[src/rtl/addex_sched.sv]
// Two-requester round-robin scheduler around one shared addex adder.
// The sum and the winner's ID go into a single output stage with a valid/ready handoff.

module addex (
  input  logic [3:0] a,
  input  logic [2:0] b,
  output logic [3:0] q
);
  // Sum modulo 16: the carry out is discarded.
  assign q = a + 4'(b);
endmodule

module addex_sched #(
  parameter int unsigned CNTW = 8
) (
  input  logic            clk,
  input  logic            rst,
  input  logic            req0_valid,
  input  logic [3:0]      req0_a,
  input  logic [2:0]      req0_b,
  output logic            req0_ready,
  input  logic            req1_valid,
  input  logic [3:0]      req1_a,
  input  logic [2:0]      req1_b,
  output logic            req1_ready,
  output logic            res_valid,
  output logic [3:0]      res_q,
  output logic            res_id,
  input  logic            res_ready,
  output logic [CNTW-1:0] done_cnt
);

  localparam int unsigned AW = 4;
  localparam int unsigned BW = 3;

  typedef enum logic [0:0] {
    EMPTY = 1'b0,
    FULL  = 1'b1
  } stage_t;

  stage_t          st_q;
  stage_t          st_nxt;
  logic            prio_q;
  logic [AW-1:0]   q_q;
  logic            id_q;
  logic [CNTW-1:0] cnt_q;

  logic            grant0;
  logic            grant1;
  logic            slot_free;
  logic            accept;
  logic            handoff;
  logic            sel;
  logic [AW-1:0]   add_a;
  logic [BW-1:0]   add_b;
  logic [AW-1:0]   add_q;

  // Grant, slot availability and next-stage decode.
  always_comb begin
    grant0    = 1'b0;
    grant1    = 1'b0;
    slot_free = 1'b0;
    accept    = 1'b0;
    handoff   = 1'b0;
    sel       = 1'b0;
    st_nxt    = st_q;

    grant0    = req0_valid & (~req1_valid | ~prio_q);
    grant1    = req1_valid & (~req0_valid |  prio_q);
    slot_free = (st_q == EMPTY) | res_ready;
    accept    = (grant0 | grant1) & slot_free & ~rst;
    handoff   = (st_q == FULL) & res_ready;
    sel       = grant1;

    if (accept) begin
      st_nxt = FULL;
    end else if (res_ready) begin
      st_nxt = EMPTY;
    end
  end

  // Shared adder operand mux.
  always_comb begin
    add_a = req0_a;
    add_b = req0_b;
    if (sel) begin
      add_a = req1_a;
      add_b = req1_b;
    end
  end

  addex u_addex (
    .a (add_a),
    .b (add_b),
    .q (add_q)
  );

  always_ff @(posedge clk) begin
    if (rst) begin
      st_q <= EMPTY;
    end else begin
      st_q <= st_nxt;
    end
  end

  // Result payload, priority pointer and handoff counter.
  always_ff @(posedge clk) begin
    if (rst) begin
      q_q    <= '0;
      id_q   <= 1'b0;
      prio_q <= 1'b0;
      cnt_q  <= '0;
    end else begin
      if (accept) begin
        q_q    <= add_q;
        id_q   <= sel;
        prio_q <= ~sel;
      end
      if (handoff) begin
        cnt_q <= cnt_q + CNTW'(1);
      end
    end
  end

  assign req0_ready = grant0 & slot_free & ~rst;
  assign req1_ready = grant1 & slot_free & ~rst;
  assign res_valid  = (st_q == FULL);
  assign res_q      = q_q;
  assign res_id     = id_q;
  assign done_cnt   = cnt_q;

endmodule

[config.mk]
export PLATFORM = sky130hd
export DESIGN_NAME = addex_sched
export DESIGN_NICKNAME = d
export VERILOG_FILES = /design/src/rtl/addex_sched.sv
export SDC_FILE = /design/constraint.sdc
export NUM_CORES = 1
export LEC_CHECK = 0
export CAP_MARGIN = 20
export CORE_MARGIN = 4
export CORE_UTILIZATION = 37
export CTS_CLUSTER_SIZE = 40
export DETAILED_ROUTE_END_ITERATION = 10
export GPL_ROUTABILITY_DRIVEN = 1
export PLACE_DENSITY = 0.73
export SLEW_MARGIN = 20
export SYNTH_ARGS = -nofsm -noshare
export SYNTH_HDL_FRONTEND = slang
export SYNTH_SLANG_ARGS = --single-unit
[constraint.sdc]
create_clock -name clk -period 2.1 [get_ports clk]
set_clock_uncertainty 0.2 [all_clocks]
set_input_delay 0.315 -clock clk [delete_from_list [all_inputs] [get_ports clk]]
set_output_delay 0.315 -clock clk [all_outputs]
set_load 0.05 [all_outputs]
# After elaboration in Yosys (flattened, before gate mapping)
# Index checks and enable logic that the tools add are counted.
[word_totals]
reg_bits = 15
latch_bits = 0
ram_bits = 0
romBits = 0
out_inout_bits = 16
wordCells = 31
mem_count = 0
[classes]
addsub = 2
multipliers = 0
n_div = 0
n_lt_le_gt_ge = 0
eq_ne = 0
shifts = 0
n_mux = 4
n_bitwise = 19
reduce_logical = 1
[ops]
columns = ["cell", "n"]
rows = [
  ["1-bit bitwise AND", 9],
  ["8-bit by 1-bit adder with 8-bit output (second input constant)", 1],
  ["1-bit NOT", 6],
  ["4-bit by 3-bit adder with 4-bit output", 1],
  ["4-bit two-way mux", 1],
  ["1-bit bitwise OR", 4],
  ["3-bit two-way mux", 1],
  ["1-bit two-way mux", 2],
  ["2-bit nonzero test", 1],
]

# Longest topological paths before layout
[logic_depth]
ltp_word = 7
mapped_depth = 8
depth_no_buf = 8

# Cells and area by module
# From an unflattened synthesis, not the netlist that was laid out.
[hier_totals]
cells_unflattened = 95
area_unflattened_um2 = 843.3
[modules_own_cells]
columns = ["mod", "instances", "cells_per_inst", "area_each_um2"]
rows = [
  ["addex_sched", 1, 87, 752.0],
  ["addex", 1, 8, 91.3],
]

# Worst setup path before layout
# OpenSTA, ideal clock, no wires.
[synth_timing]
kind = "flip-flop to output port"
startpoint = "register st_q (netlist: res_valid)"
endpoint = "output req0_ready"
arrival_time_ns = 3.201
required_time_ns = 1.585
slack_ns = -1.616
path_stages_with_launch = 3
path_cell_list = "dfxtp_1 nor2b_2 a2111oi_0"
[synth_via]
elab_chain_len = 4
[synth_rtl]
columns = ["item", "line_no", "text"]
rows = [
  ["start: declaration", "41", "stage_t st_q;"],
  ["start signal: assignment", "102", "st_q <= st_nxt;"],
  ["1-bit NOT", "70", "slot_free = (st_q == EMPTY) | res_ready;"],
  ["1-bit bitwise OR", "70", ""],
  ["1-bit bitwise AND (2 in series)", "125", "assign req0_ready = grant0 & slot_free & ~rst;"],
  ["end: declaration", "21", "output logic req0_ready,"],
]
# No other way between the ends.

# Final worst setup path
[layout_timing]
startpoint = "register prio_q"
endpoint = "register q_q[3] (netlist: res_q[3])"
[layout_via]
elab_chain_len = 6
word_cells_on_any_way = 11
cone_classes = "add/sub: 1; mux: 2; bitwise: 8"
[layout_rtl]
columns = ["item", "line_no", "text"]
rows = [
  ["start: declaration", "43", "logic prio_q;"],
  ["start signal: assignment", "117", "prio_q <= ~sel;"],
  ["parallel branches: the longest is 6 deep, another holds 4-bit by 3-bit adder with 4-bit output", "--", ""],
  ["end signal: assignment", "115", "q_q <= add_q;"],
  ["end: declaration", "44", "logic [AW-1:0] q_q;"],
]
# Several ways; the timed one is not identified.
# A chain may end at the register's enable or synchronous reset.

==> flow_summary.toml <==
[synth]
syn_avg_cell_area_sq_um = 9.234
netlist_area_sq_um = 849.6
synth_common_cells = "15 x dfxtp_1, 10 x nand2_1, 10 x nor2_1, 6 x mux2_2"
synthCells = 92
synth.area.top_cells = "dfxtp_1 35%, mux2_2 8.0%, ha_1 5.9%"
ys.flop_type = "dfxtp_1"
ys_ff_latch = 15
synth_edf_count = 0
synthArstFlopShare_pct = 0
yosysMostFrequentCell = "dfxtp_1"
syn-num-nets = 116
synth_top_area_share_pct = 35.35
seq_area_frac_synth_pct = 35.35
ys_warn_count = 0
synth.distinct_cells = 34
synth_area_leader_cell = "dfxtp_1"

[global_routing]
grt_max_degree = 9
grt_pass1_wl_mm = 3.408
grt_overflow = 0
grt_usage_pct = 13.26
antenna_found_initial = 0
grt_pass1_vias = 795

[pwr]
ir_worst_vdd_mv = 0.4429
power_density_mw_per_mm2 = 512.9
power.leakage_nw = 0.5862

[sta]
slew_headroom_pct = 66.41
holdWs_ns = 0.3012
fin_crit_sh_pct = 98.38
fmax_mhz = 484.0
fin_crit_ns = 2.066
setup_tns_ns = 0
setup_viol = 0
rsz0062_at_grt = "yes"
hold_viol_final = 0
tightest_slew_ns = 0.5023
final_max_slew_viol_count = 0

[layout]
layout-drive-gt1-share_pct = 30.94
fill_cells = 179
nets = 164
n_antenna_cell = 0
stdcell_area_sq_mm = 0.001464
multi_input_area_sq_um = 636.9
fin_util_pct = 66.82
register_area_sq_um = 301.5
area_growth_pct = 72.31

[clock_tree]
clk_pin_slew_ns = 0.09
cts_buffers = 3
hold_buffers = 0
clk_latency_ns = 0.28
clkSinkCount = 15
h-tree-depth = 1
tritoncts = "built"
clockBufferDepth = 2
cts_root_buf = "clkbuf_4"

[floorplanning]
top_level_ports = 35
die_area_sq_mm = 0.003126
die-height_microns = 55.92
num_rows = 17
coreArea_sq_mm = 0.002191
start_util_pct = 38.78
die_x_microns = 55.92

[routing]
first_pass_iters = 3
vias = 812
avgViaCountPerCell = 4.862
wl_per_cell_microns = 12.83
routed_wl_mm = 2.142
route.detailed.drc = 0
drtAntennaViolNets = 0
drt_iter0_markers = 7

[setup_path]
timing.rr.end = "res_q[3]"
path_max_fanout = 6
r2r_start = "prio_q"
critical_path_arrival_ns = 2.02
crit_path_end_kind = "register"
rrSetupSlack_ns = 0.03
crit_type = "reg2reg"
reg2reg_depth = 8
critPathLaunchType = "register"
crit_required_ns = 2.06

[hold_path]
min_from = "res_id"
holdPathEnd = "res_id"
min_path_type = "reg2reg"
whs_path_depth = 2

[status]
status = "complete, no violations"

[placed_design]
gp_congestion = 0.8398
port_buffers = 34
dpl-instance-area_sq_mm = 0.001323
place_hpwl_mm = 1.601

[run]
cap_violations = 0
==> layout by cell type, fill, tap and decap left out, types with 2 or more instances in the layout <==
master | synthesis | final
dlygate4sd2_1 | 0 | 2
mux2i_1 | 2 | 2
nor2_1 | 10 | 10
xor2_1 | 3 | 3
ha_4 | 0 | 3
mux2_2 | 6 | 2
buf_12 | 0 | 2
a21oi_1 | 5 | 4
dfxtp_1 | 15 | 14
clkdlybuf4s50_1 | 0 | 28
nor3_1 | 3 | 2
mux2_4 | 0 | 4
nand4_1 | 3 | 3
clkbuf_4 | 0 | 3
dlymetal6s2s_1 | 0 | 2
nand2_1 | 10 | 9
buf_4 | 0 | 13
a211oi_2 | 1 | 2
nand3_1 | 3 | 3
or3_1 | 2 | 2
xnor2_1 | 5 | 5
==> routing by layer <==
metal / up-vias / wire length, microns / GRT usage [%]
li1: 417 / - / -
met1: 370 / 969 / 16.69
met2: 21 / 1064 / 22.13
met3: 4 / 66 / 3.248
met4: 0 / 42 / 4.407
met5: - / 0 / 0
==> worst max-delay path by stage <==
stage / start / end / slack (ns) / cells past startpoint
3_5_place_dp: req0_valid / res_q[2] / -0.47 / 8
3_3_place_gp: req0_valid / res_q[3] / -0.42 / 9
6_report: prio_q / res_q[3] / 0.03 / 8
5_1_grt: prio_q / res_q[3] / -0.06 / 8
4_1_cts: prio_q / res_q[3] / -0.01 / 8
2_1_floorplan: res_valid / req0_ready / -0.24 / 2
==> where the power goes <==
group | switching [mW] | internal, mW
registers | 0.0111 | 0.299
clock network | 0.0824 | 0.0736
logic | 0.142 | 0.143
==> critical path: stages, from the launching register on <==
cell and delay (ns):
dfxtp_2 0.33, nand2b_4 0.16, nand2_8 0.09, mux2_4 0.32, ha_4 0.23, a21o_1 0.18
a21oi_2 0.17, nand4_1 0.09, nor3b_2 0.17
==> stage by stage <==
step	worst slack [ns]	power [mW]	std cells
after floorplan	-0.2373	0.4654	92
after global placement	-0.4207	0.5634	160
after detailed placement	-0.4663	0.5671	160
after CTS	-0.01355	0.7307	165
after global routing	-0.06064	0.7933	167
final	0.03403	0.7509	167
==> kinds of logic (layout without fill, tap and decap cells) <==
| group | Yosys count | count (layout) | synth area share [%] |
|---|---|---|---|
| DFF | 15 | 15 | 35.35 |
| buffers and inverters | 5 | 52 | 3.385 |
| AOI/OAI and AO/OA | 12 | 12 | 9.867 |
| xor gates and xnor gates | 8 | 8 | 8.248 |
| muxes | 8 | 8 | 10.31 |
| and+or+nand+nor | 39 | 39 | 24.60 |
| adders and majority gates | 5 | 5 | 8.248 |
==> state kept, by name, indices dropped and copies added, names as in the netlist <==
register and cells:
prio_q 1, res_valid 1, res_id 1, res_q 4
done_cnt 8
==> what timing repair did <==
| action | 4_1_cts | 5_1_grt |
|---|---|---|
| pin swaps | 2 | 4 |
| gates cloned | 0 | 0 |
| endpoints found under the hold margin | 0 | 0 |
| gates resized for setup | 5 | 13 |
| setup endpoints to repair | 4 | 5 |
| buffers inserted | 1 | 2 |
==> final cells by class <==
cell class	instances	share of cell area, %
sequential	15	20.60
clock buffer	4	1.795
tap	28	2.393
inverter	1	0.2564
multi-input combinational	72	43.50
timing repair buffer	47	31.45
Note: power is estimated with default switching activity, not from simulation.
